`src/rtl/mem_port_arbiter.sv`:
```
// mem_port_arbiter
// Shares the single instruction/data memory port between the fetch stage and
// the LSU. At most one transaction is outstanding. The winning request is
// captured into the memory-side output registers, the memory response is
// routed back to whichever requester owns the transaction, and the next
// pending request is picked up in the same cycle the response arrives so
// back-to-back transactions have no idle bubble.
//
// Build option: MEM_ARB_ROUND_ROBIN_EN
//   defined   - ties between fetch and LSU go to the requester not served last
//   undefined - fixed LSU-over-fetch priority (an older instruction is
//               waiting on the LSU)
//
// state | meaning
// ------+----------------------------------------------------------------
// IDLE  | no transaction; arbitrate any incoming request
// ADDR  | mem_req high, address/control held stable until mem_gnt
// RESP  | request accepted, waiting for mem_rvalid; re-arbitrate on it

module mem_port_arbiter #(
    parameter int ADDR_W = 32,
    parameter int DATA_W = 32
) (
    input  logic              clk,
    input  logic              rst,

    input  logic              if_req,
    input  logic [ADDR_W-1:0] if_addr,
    output logic              if_rvalid,
    output logic [DATA_W-1:0] if_rdata,

    input  logic              lsu_read_en,
    input  logic              lsu_write_en,
    input  logic [ADDR_W-1:0] lsu_addr,
    input  logic [1:0]        lsu_store_size,
    input  logic [DATA_W-1:0] lsu_store_data,
    output logic              lsu_rvalid,
    output logic [DATA_W-1:0] lsu_rdata,

    output logic              mem_req,
    output logic              mem_we,
    output logic [ADDR_W-1:0] mem_addr,
    output logic [1:0]        mem_size,
    output logic [DATA_W-1:0] mem_wdata,
    input  logic              mem_gnt,
    input  logic              mem_rvalid,
    input  logic [DATA_W-1:0] mem_rdata,

    output logic              stall
);

    typedef enum logic [1:0] {
        IDLE = 2'd0,
        ADDR = 2'd1,
        RESP = 2'd2
    } state_t;

    typedef enum logic {
        FETCH = 1'b0,
        LSU   = 1'b1
    } owner_t;

    localparam logic [1:0] SIZE_WORD = 2'b10;

    state_t state;
    state_t state_nxt;
    owner_t owner;

    logic lsu_req;
    logic resp_done;
    logic cand_if;
    logic cand_lsu;
    logic arb_valid;
    logic pick_lsu;

`ifdef MEM_ARB_ROUND_ROBIN_EN
    owner_t last;
`endif

    assign lsu_req   = lsu_read_en | lsu_write_en;
    assign resp_done = (state == RESP) & mem_rvalid;

    // Candidate requesters: everyone in IDLE; on completion only the requester
    // that was not just served, since its request line is still high this cycle.
    always_comb begin
        cand_if  = 1'b0;
        cand_lsu = 1'b0;
        if (state == IDLE) begin
            cand_if  = if_req;
            cand_lsu = lsu_req;
        end else if (resp_done) begin
            cand_if  = if_req  & (owner == LSU);
            cand_lsu = lsu_req & (owner == FETCH);
        end
    end

    // Winner selection among the candidates.
    always_comb begin
        arb_valid = cand_if | cand_lsu;
`ifdef MEM_ARB_ROUND_ROBIN_EN
        pick_lsu  = cand_lsu & (~cand_if | (last == FETCH));
`else
        pick_lsu  = cand_lsu;
`endif
    end

    // Next-state logic.
    always_comb begin
        state_nxt = state;
        case (state)
            IDLE: begin
                if (arb_valid) begin
                    state_nxt = ADDR;
                end
            end
            ADDR: begin
                if (mem_gnt) begin
                    state_nxt = RESP;
                end
            end
            RESP: begin
                if (mem_rvalid) begin
                    state_nxt = arb_valid ? ADDR : IDLE;
                end
            end
            default: begin
                state_nxt = IDLE;
            end
        endcase
    end

    // State register.
    always_ff @(posedge clk or posedge rst) begin
        if (rst) begin
            state <= IDLE;
        end else begin
            state <= state_nxt;
        end
    end

    // Capture the winning request into the memory-side registers; they stay
    // stable until the next winner is chosen.
    always_ff @(posedge clk or posedge rst) begin
        if (rst) begin
            owner     <= FETCH;
            mem_we    <= 1'b0;
            mem_addr  <= '0;
            mem_size  <= 2'b00;
            mem_wdata <= '0;
        end else if (arb_valid) begin
            if (pick_lsu) begin
                owner     <= LSU;
                mem_we    <= lsu_write_en;
                mem_addr  <= lsu_addr;
                mem_size  <= lsu_write_en ? lsu_store_size : SIZE_WORD;
                mem_wdata <= lsu_store_data;
            end else begin
                owner     <= FETCH;
                mem_we    <= 1'b0;
                mem_addr  <= if_addr;
                mem_size  <= SIZE_WORD;
                mem_wdata <= '0;
            end
        end
    end

`ifdef MEM_ARB_ROUND_ROBIN_EN
    // Remember who was served most recently to break the next tie.
    always_ff @(posedge clk or posedge rst) begin
        if (rst) begin
            last <= FETCH;
        end else if (arb_valid) begin
            last <= pick_lsu ? LSU : FETCH;
        end
    end
`endif

    assign mem_req    = (state == ADDR);
    assign if_rvalid  = resp_done & (owner == FETCH);
    assign lsu_rvalid = resp_done & (owner == LSU);
    assign if_rdata   = mem_rdata;
    assign lsu_rdata  = mem_rdata;

    assign stall = (if_req & ~if_rvalid) | (lsu_req & ~lsu_rvalid);

endmodule
```
`config.mk`:
```
export PLATFORM = sky130hd
export DESIGN_NAME = mem_port_arbiter
export DESIGN_NICKNAME = d
export VERILOG_FILES = /design/src/rtl/mem_port_arbiter.sv
export SDC_FILE = /design/constraint.sdc
export NUM_CORES = 1
export LEC_CHECK = 0
export CAP_MARGIN = 20
export CORE_ASPECT_RATIO = 0.75
export CORE_MARGIN = 2
export CORE_UTILIZATION = 39
export DETAILED_ROUTE_END_ITERATION = 7
export PLACE_DENSITY = 0.95
export SYNTH_ARGS = -nofsm -noshare
export SYNTH_HDL_FRONTEND = slang
export SYNTH_SLANG_ARGS = --single-unit
```
`constraint.sdc`:
```
create_clock -name clk -period 7.46 [get_ports clk]
set_clock_uncertainty 0.15 [all_clocks]
set_input_delay 1.492 -clock clk [delete_from_list [all_inputs] [get_ports clk]]
set_output_delay 1.492 -clock clk [all_outputs]
set_load 0.005 [all_outputs]
```
* After elaboration in Yosys (flattened, before gate mapping)
Cells that the tools add are included.
Widths: inputs -> output; s select.
** Operators by class
- Bitwise gates (word level) :: 13
- Reduce and logical (&&, ||, !) cells :: 2
- Multiplexer cells :: 15
- Equal/unequal tests :: 5
** Operators with widths (number)
- $mux 32 :: 2
- $mux 2 :: 5
- $and 1x1->1 :: 7
- $mux 1 :: 7
- $pmux 2 s3 :: 1
- $ne 2x2->1 const B :: 2
- $not 1->1 :: 3
- $or 1x1->1 :: 3
- $reduce_and 3->1 :: 1
- $eq 2x1->1 const B :: 1
- $eq 2x2->1 const B :: 1
- $logic_not 2->1 :: 1
- $ne 2x1->1 const B :: 1
** Storage, ports and cells
- Output and inout port bits :: 135
- Register bits :: 70
- Input bits :: 137
- Logic and storage cells :: 41

* Longest topological paths before layout
Gate-level depths: netlist of the first run.
- Depth after elaboration :: 8
- Depth in mapped cells :: 7
- Gate-level depth less buffers :: 3

* Worst setup path before layout of the first run
No wires, ideal clock.
- Path type :: input -> output
- From :: input port mem_rvalid
- To :: output port stall
- Data required time :: 5818 ps
- Stages :: 3
- Path slack :: 3874 ps
- Path buffers :: 0
- Arrival :: 1944 ps
- Cell sequence :: and4b_1 > a21oi_1 > o21bai_1
** On the way
- Cells in the longest elaborated chain, start to end :: 5
- Elaborated cells on any way between the ends :: 8
- Classes of those cells :: bitwise (8)
** Ends and longest elaborated chain
- from (decl) :: RTL line 46 : input logic mem_rvalid,
- $and 1x1->1 * :: RTL line 81 : assign resp_done = (state == RESP) & mem_rvalid;
- $and 1x1->1, on equally long branches :: RTL line 179, 180
- $not 1->1 :: RTL line 184 : assign stall = (if_req & ~if_rvalid) | (lsu_req & ~lsu_rvalid);
- $and 1x1->1 :: RTL line 184
- $or 1x1->1 * :: RTL line 184
- to (decl) :: RTL line 49 : output logic stall
Every way passes the cells marked *; elsewhere a longest branch is shown, timed or not.

* Final worst setup path of the first run
Ends and elaborated chain as after synthesis.

==> reports/metrics.yaml, run 1 <==
met3_usage: 0.0974
floorplan.initialDensity: 0.406
power.leakage_nw: 2.39
fin_nets: 654
die_h_um: 91.3
finalHoldViolCount: 0
clock_path_buffers: 2
place.gp.congestion: 0.831
crit_start: "mem_rvalid"
crit_family: "buffers and inverters"
rr_worst_depth: 5
worst_pin_slew_ps: 907
wire_per_inst_um: 17.5
io_pins: 272
core_um2: 9770
power_frac_seq: 0.316
cp_cell_sequence: "clkdlybuf4s50_1 > and4b_1 > a21oi_1 > o21bai_1 > clkdlybuf4s50_1"
hp-class: "flop to flop"
syn2layout_area_growth_pct: 41.6
synthAdderAreaFrac: 0
syn_inst: 429
synth_xor_area_frac: 0
ys_ff_latch: 70
insertion_delay_ps: 320
slew_violations: 0
worst_slack_ps: 2710
grt_pass1_wl_mm: 18.0
dpl.hpwl_mm: 7.90
min_path_cells: 1
power_mw: 2.16
critPathMaxStageDelay_ps: 530
rr_endpoint: "mem_wdata[0]"
ir_worst_vdd_v: 0.000180
use_met1: 0.241
crit_fanout: 6
grtUsageTotal: 0.204
comb_power_share: 0.487
timing.fmax_ghz: 0.210
synth_edf_count: 0
drv_cap: 0
cts_hold_buffers: 0
first_pass_iters: 5
cts_tree: "yes"
die_w_um: 120
overflow: 0
cts_root_buf: "clkbuf_16"
min_to: "mem_we"
holdWs_ps: 372
p_sw_mw: 0.755
maxSlewHeadroom: 0.395
place_ws_ps: 2730
r2r_start: "state[1]"
antenna_found_initial: 0
min_period_ps: 4750
hp-start: "mem_we"
post_cts_resized: 0
layout-drive-gt1-share: 0.0594
syn_area_um2: 3970
synth_simple_gate_area_frac: 0.0581
setup_viol: 0
yosysWarningCount: 0
power_density_nw_per_um2: 384
ys_seq_area_frac: 0.442
synth_cell_type_count: 27
syn_nets: 566
busiest_layer: "met2"
dieArea_um2: 11000
rsz0062_at_grt: "false"
drc: 0
synth_compound_area_frac: 0.216
rrSetupSlack_ps: 5010
fin_area_um2: 5620
synth_top_family_by_area: "compound AO/OA/AOI/OAI gates"
synth_ff_type: "dfrtp_1"
dp_cells: 637
cp_slowest_cell: "clkdlybuf4s50_1"
critPathLaunchType: "input port"
ant_nets: 0
cp_num_buf_inv: 2
worstSetupPathType: "input port to primary output"
layout_common_cells: "175 x clkdlybuf4s50_1, 70 x dfrtp_1, 66 x o21ai_0"
cts_sinks: 70
stdcell_count: 654
first_global_vias: 3615
layout_commonest_cell: "clkdlybuf4s50_1"
avgSynthCellArea_um2: 9.24
vias: 3581
arrival_ps: 3110
placed_cell_area_um2: 5290
post-route-period-util: 0.637
grt_max_degree: 71
synth_mux_area_frac: 0.0808
internal-power_mw: 1.40
swShare: 0.350
clock_power_share: 0.196
postCtsSetupBuffers: 0
cp_common_cell: "clkdlybuf4s50_1"
end_kind: "primary output"
routed_via_density: 5.48
async_flop_share: 1.00
required_ps: 5820
drt-total-wl_mm: 11.4
final_util: 0.575
n_antenna_cell: 0
numCtsBuffers: 9
grtUsageMet2: 0.333
portBuffers: 175
outcome: "finished, final reports clean"
drt-initial-drc-count: 237
finalSetupTns_ps: 0
nFillCells: 829
clk_pin_slew_ps: 50
row_count: 31
htree_levels: 3
==> cells by family (layout without fill, tap and decap cells) <==
| logic type | count (synthesis) | in the layout |
|---|---|---|
| buffers and inverters | 142 | 235 |
| AOI/OAI and AO/OA | 141 | 141 |
| DFF | 70 | 70 |
| and+or+nand+nor | 44 | 44 |
| muxes | 32 | 32 |
==> cells in the mapped netlist (2+ instances only) <==
cell      number  area share
buf_2          7      0.0088
buf_4         66        0.12
dfrtp_1       70        0.44
a211oi_1      32       0.061
buf_6          2      0.0057
clkbuf_1      29       0.027
nand3_1       32       0.040
a21oi_1        2      0.0025
nand2b_1       4      0.0063
o21ai_0       66       0.083
nand2_1        3      0.0028
inv_1         37       0.035
a31oi_1       32       0.050
mux2i_1       32       0.081
nor2b_1        2      0.0032
o21bai_1       2      0.0038
==> routing by layer <==
metal | routed length [µm] | vias to the layer above | share of wire
met5 | 0 | - | 0
met4 | 204 | 0 | 0.018
met3 | 1270 | 24 | 0.11
met2 | 5520 | 231 | 0.48
met1 | 4420 | 1708 | 0.39
li1 | - | 1618 | -
==> cell type report <==
| class | instances | area (µm²) | share of cell area |
|---|---|---|---|
| sequential | 70 | 1750 | 0.312 |
| tap | 132 | 165 | 0.0294 |
| timing repair buffer | 182 | 1820 | 0.325 |
| clock buffer | 10 | 239 | 0.0426 |
| multi-input combinational | 217 | 1440 | 0.256 |
| clock inverter | 6 | 61.3 | 0.0109 |
| inverter | 37 | 139 | 0.0247 |
==> worst register-to-register path: stages (launching register included) <==
cell	delay (ps)
dfrtp_1	620
buf_4	390
a21boi_4	220
buf_4	480
o21ai_0	280
mux2i_1	220
==> power groups by stage <==
stage / clock network, mW / logic (mW) / registers, mW
final: 0.424 / 1.05 / 0.682
after global placement: 0 / 1.00 / 0.672
after CTS: 0.438 / 1.05 / 0.683
after floorplan: 0 / 0.535 / 0.673
after global routing: 0.452 / 1.14 / 0.706
after detailed placement: 0 / 1.05 / 0.684
==> flip-flops by register name (all words and copies together) (netlist names) <==
name,cells
mem_addr,32
mem_wdata,32
mem_size,2
state,2
mem_we,1
owner,1
==> worst max path at each step <==
stage	endpoint	slack, ps	cells past startpoint
6_report	stall	2710	5
4_1_cts	stall	2730	5
2_1_floorplan	stall	3870	3
3_5_place_dp	stall	2730	5
3_3_place_gp	stall	2780	5
5_1_grt	stall	2660	5
No activity file was read; power rests on OpenSTA's default activity.
==> run 2, diff against run 1 <==
CORE_UTILIZATION = 36   (was 39)
PLACE_DENSITY = 0.91   (was 0.95)
clock period = 4.8 ns   (was 7.46 ns; I/O delays follow)
==> run 2 against run 1 <==
Worst setup slack worse by 1600 ps. Sequential power grew 52%. Global-route usage is 0.80 points lower. Utilization down 5.5 points. Clock power is 53% higher. Wire length is 2.5% higher. First-iteration DRC count is 31% lower. Combinational power rose by 59%. Critical endpoint unchanged. Largest cell class unchanged. Largest power group unchanged.
==> reports/metrics.yaml, run 2 (same netlist as run 1, synthesis figures left out) <==
fin_area_um2: 5620  # unchanged
crit_start: "mem_rvalid"
first_pass_iters: 4  # -1
power_density_nw_per_um2: 598  # +56%
timing.fmax_ghz: 0.273
critPathLaunchType: "input port"
dieArea_um2: 11900  # +8.0%
layout_common_cells: "175 x clkdlybuf4s50_1, 70 x dfrtp_1, 66 x o21ai_0"
crit_family: "buffers and inverters"
place_ws_ps: 1140  # -1590 ps
core_um2: 10800  # +11%
worstSetupPathType: "input port to primary output"
die_w_um: 125  # +3.9%
use_met1: 0.229  # -0.0118
crit_end: "stall"
internal-power_mw: 2.18  # +55%
clock_path_buffers: 2  # unchanged
worst_pin_slew_ps: 918  # +10.8 ps
swShare: 0.351  # +0.00142
rr_endpoint: "mem_addr[25]"
hp-start: "mem_we"
postCtsSetupBuffers: 0  # unchanged
cp_cell_sequence: "clkdlybuf4s50_1 > and4b_1 > a21oi_1 > o21bai_1 > clkdlybuf4s50_1"
slew_violations: 0  # unchanged
placed_cell_area_um2: 5300  # +0.19%
crit_fanout: 6  # unchanged
rrSetupSlack_ps: 2280  # -2730 ps
power_frac_seq: 0.310  # -0.006
power.leakage_nw: 2.39  # -0.29%
cts_hold_buffers: 0  # unchanged
required_ps: 3690  # -2130 ps
ant_nets: 0  # unchanged
antenna_found_initial: 0  # unchanged
routed_via_density: 5.37  # -2.0%
grtUsageTotal: 0.196  # -0.00804
finalSetupTns_ps: 0  # unchanged
busiest_layer: "met2"
wire_per_inst_um: 17.7  # +1.4%
floorplan.initialDensity: 0.367  # -0.0391
p_sw_mw: 1.18  # +56%
min_period_ps: 3660
finalHoldViolCount: 0  # unchanged
die_h_um: 94.9  # +3.9%
n_antenna_cell: 0  # unchanged
post_cts_resized: 0  # unchanged
layout-drive-gt1-share: 0.0557  # -0.00372
outcome: "finished, final reports clean"
dpl.hpwl_mm: 8.05  # +1.9%
stdcell_count: 661  # +1.1%
fin_nets: 654  # unchanged
drt-initial-drc-count: 164  # -31%
clk_pin_slew_ps: 50  # about the same
comb_power_share: 0.497  # +0.010
rsz0062_at_grt: "false"
first_global_vias: 3584  # -0.86%
cts_root_buf: "clkbuf_16"
grt_max_degree: 70  # -1.4%
clock_power_share: 0.193  # -0.003
syn2layout_area_growth_pct: 41.6  # unchanged
final_util: 0.519  # -0.0554
cts_tree: "yes"
vias: 3547  # -0.95%
drt-total-wl_mm: 11.7  # +2.5%
numCtsBuffers: 9  # unchanged
post-route-period-util: 0.763
grtUsageMet2: 0.322  # -0.0104
ir_worst_vdd_v: 0.000250  # +39%
cp_num_buf_inv: 2  # unchanged
place.gp.congestion: 0.791  # -4.7%
layout_commonest_cell: "clkdlybuf4s50_1"
io_pins: 272  # unchanged
arrival_ps: 2550  # -560 ps
dp_cells: 645  # +1.3%
worst_slack_ps: 1140  # -1570 ps
end_kind: "primary output"
setup_viol: 0  # unchanged
maxSlewHeadroom: 0.388  # -0.00718
cp.depth: 5  # unchanged
critPathMaxStageDelay_ps: 540  # about the same
portBuffers: 175  # unchanged
cts_sinks: 70  # unchanged
rr_worst_depth: 5  # unchanged
hp-class: "flop to flop"
overflow: 0  # unchanged
r2r_start: "state[1]"
cp_slowest_cell: "clkdlybuf4s50_1"
reg.largest.list: "mem_addr (32), mem_wdata (32)"
insertion_delay_ps: 320  # about the same
drc: 0  # unchanged
met3_usage: 0.0963  # -0.00104
grt_pass1_wl_mm: 18.4  # +2.6%
power_mw: 3.36  # +56%
row_count: 33  # +6.5%
cp_common_cell: "clkdlybuf4s50_1"
htree_levels: 3  # unchanged
drv_cap: 0  # unchanged
holdWs_ps: 375  # +2.34 ps
[run 2: changes by cell type in the layout (fill, tap and decap cells not counted)]
cell	delta
clkbuf_1	+1
clkinv_2	-1
clkinv_4	-1
[run 2: layout make-up]
cell class                 count  area (µm²)
clock inverter                 4        47.5
sequential                    70        1750
clock buffer                  11         243
tap                          140         175
inverter                      37         139
multi-input combinational    217        1440
timing repair buffer         182        1820
fill                         949        5200
[run 2: power by group through the flow]
stage	Combinational, mW	Sequential [mW]	Clock [mW]
after floorplan	0.832	1.05	0
after detailed placement	1.66	1.05	0
final	1.67	1.04	0.650
after global placement	1.60	1.03	0
after CTS	1.66	1.04	0.665
after global routing	1.81	1.08	0.698
[run 2: worst min path at each step]
stage              to  slack, ps  depth (start not counted)
2_1_floorplan  mem_we        360                          1
3_3_place_gp   mem_we        360                          1
3_5_place_dp   mem_we        360                          1
4_1_cts        mem_we        380                          1
5_1_grt        mem_we        390                          1
6_report       mem_we        370                          1
[run 2: metal layers]
metal	routed length (µm)	vias up
met5	0	-
met4	165	0
met1	4620	1679
met3	1360	18
li1	-	1614
met2	5560	236
==> run 3, diff against run 2 <==
CORE_UTILIZATION = 32   (was 36)
PLACE_DENSITY = 0.86   (was 0.91)
clock period = 3.3 ns   (was 4.8 ns; I/O delays follow)
==> run 3 against run 2 <==
Sequential power rose by 45%. Final cell count grew 5.0%. First-iteration DRC count grew 38%. Clock power rose by 66%. Wire length grew 1.5%. Combinational power up 49%. Critical endpoint unchanged. Largest cell class unchanged. Highest routed layer unchanged.
==> reports/metrics.yaml, run 3 (same netlist as run 1, synthesis figures left out) <==
routed_via_density: 5.12  # -4.6%
overflow: 0  # unchanged
end_kind: "primary output"
post-route-period-util: 0.936
dp_cells: 678  # +5.1%
wl_met1_mm: 4.91  # +6.2%
grt_max_degree: 37  # -47%
routed.top_layer: "met4"
arrival_ps: 2280  # -270 ps
cts_root_buf: "clkbuf_16"
layout_common_cells: "175 x clkdlybuf4s50_1, 70 x dfrtp_1, 66 x o21ai_0"
drt-initial-drc-count: 227  # +38%
wire_per_inst_um: 17.1  # -3.3%
min_period_ps: 3090
wl_met2_mm: 5.61  # +0.77%
htree_levels: 3  # unchanged
r2r_start: "state[1]"
fin_nets: 660  # +0.92%
power.leakage_nw: 2.44  # +2.4%
outcome: "finished, final reports clean"
insertion_delay_ps: 330  # about the same
fin_area_um2: 5760  # +2.5%
layout_commonest_cell: "clkdlybuf4s50_1"
timing.fmax_ghz: 0.324
cts_tree: "yes"
die_w_um: 133  # +5.9%
met3_length_mm: 1.27  # -6.8%
rr_worst_depth: 5  # unchanged
worstSetupPathType: "input port to primary output"
vias: 3553  # +0.17%
ir_worst_vdd_v: 0.000406  # +62%
postCtsSetupBuffers: 0  # unchanged
drv_cap: 0  # unchanged
numCtsBuffers: 9  # unchanged
slew_violations: 0  # unchanged
placed_cell_area_um2: 5420  # +2.3%
crit_fanout: 6  # unchanged
antenna_found_initial: 0  # unchanged
layout-drive-gt1-share: 0.0682  # +0.0125
post_cts_resized: 0  # unchanged
grt_pass1_wl_mm: 19.2  # +4.3%
grtUsageTotal: 0.182  # -0.0148
clock_path_buffers: 2  # unchanged
dpl.hpwl_mm: 8.59  # +6.7%
finalHoldViolCount: 0  # unchanged
drc: 0  # unchanged
reg.largest.list: "mem_addr (32), mem_wdata (32)"
hp-class: "flop to flop"
maxSlewHeadroom: 0.492  # +0.104
first_pass_iters: 5  # +1
first_global_vias: 3715  # +3.7%
cts_hold_buffers: 0  # unchanged
dieArea_um2: 13300  # +12%
io_pins: 272  # unchanged
die_h_um: 100  # +5.8%
rr_endpoint: "mem_addr[16]"
n_antenna_cell: 0  # unchanged
ant_nets: 0  # unchanged
worst_pin_slew_ps: 761  # -156 ps
crit_start: "mem_rvalid"
rrSetupSlack_ps: 1380  # -900 ps
floorplan.initialDensity: 0.326  # -0.0408
syn2layout_area_growth_pct: 45.2
finalSetupTns_ps: 0  # unchanged
clk_pin_slew_ps: 50  # about the same
row_count: 35  # +6.1%
portBuffers: 175  # unchanged
cts_sinks: 70  # unchanged
setup_viol: 0  # unchanged
critPathLaunchType: "input port"
power_density_nw_per_um2: 880  # +47%
place.gp.congestion: 0.778  # -1.7%
drt-total-wl_mm: 11.9  # +1.5%
core_um2: 12200  # +13%
rsz0062_at_grt: "false"
final_util: 0.473  # -0.0463
required_ps: 2490  # -1200 ps
crit_end: "stall"
stdcell_count: 694  # +5.0%
run 3: cell count changes in the layout (fill, tap and decap cells not counted), sizes merged:
cell	previous run	this run
buf	7	13
clkbuf	11	13
bufinv	1	2
clkinv	2	1
clkinvlp	1	0
run 3: metrics by stage:
step	power, mW	hold WS [ps]	setup WS (ps)
global placement	3.91	354	268
CTS	5.12	376	210
detailed placement	4.02	351	222
finish	5.06	373	211
floorplan	2.73	358	722
global route	5.40	406	127
run 3: critical path, stage by stage:
cell and delay, ps:
clkdlybuf4s50_1 530, and4b_1 280, a21oi_1 140, o21bai_1 130
clkdlybuf4s50_1 530
run 3: power breakdown:
part / internal [mW] / leakage [nW] / total (mW) / switching [mW]
Sequential: 1.28 / 0.835 / 1.51 / 0.223
Clock: 0.723 / 0.166 / 1.08 / 0.352
Combinational: 1.33 / 1.44 / 2.48 / 1.15
Total: 3.34 / 2.44 / 5.06 / 1.73
run 3: routing by layer:
metal  vias up  global-route usage
met5         -                   0
li1       1632                   -
met3        12              0.0818
met4         0              0.0505
met2       223               0.290
met1      1686               0.224
run 3: final cells by class:
class,count,area (µm²)
Fill cell,1140,6420
Timing Repair Buffer,188,1890
Sequential cell,70,1750
Multi-Input combinational cell,217,1440
Clock buffer,13,270
Tap cell,166,208
Inverter,37,139
Clock inverter,3,65.1
run 3: worst min-delay path by stage:
stage | endpoint | slack [ps] | cells past startpoint | from
global placement | mem_size[0] | 350 | 1 | mem_size[0]
detailed placement | mem_we | 350 | 1 | mem_we
CTS | mem_we | 380 | 1 | mem_we
floorplan | mem_we | 360 | 1 | mem_we
global route | mem_we | 410 | 1 | mem_we
finish | mem_we | 370 | 1 | mem_we
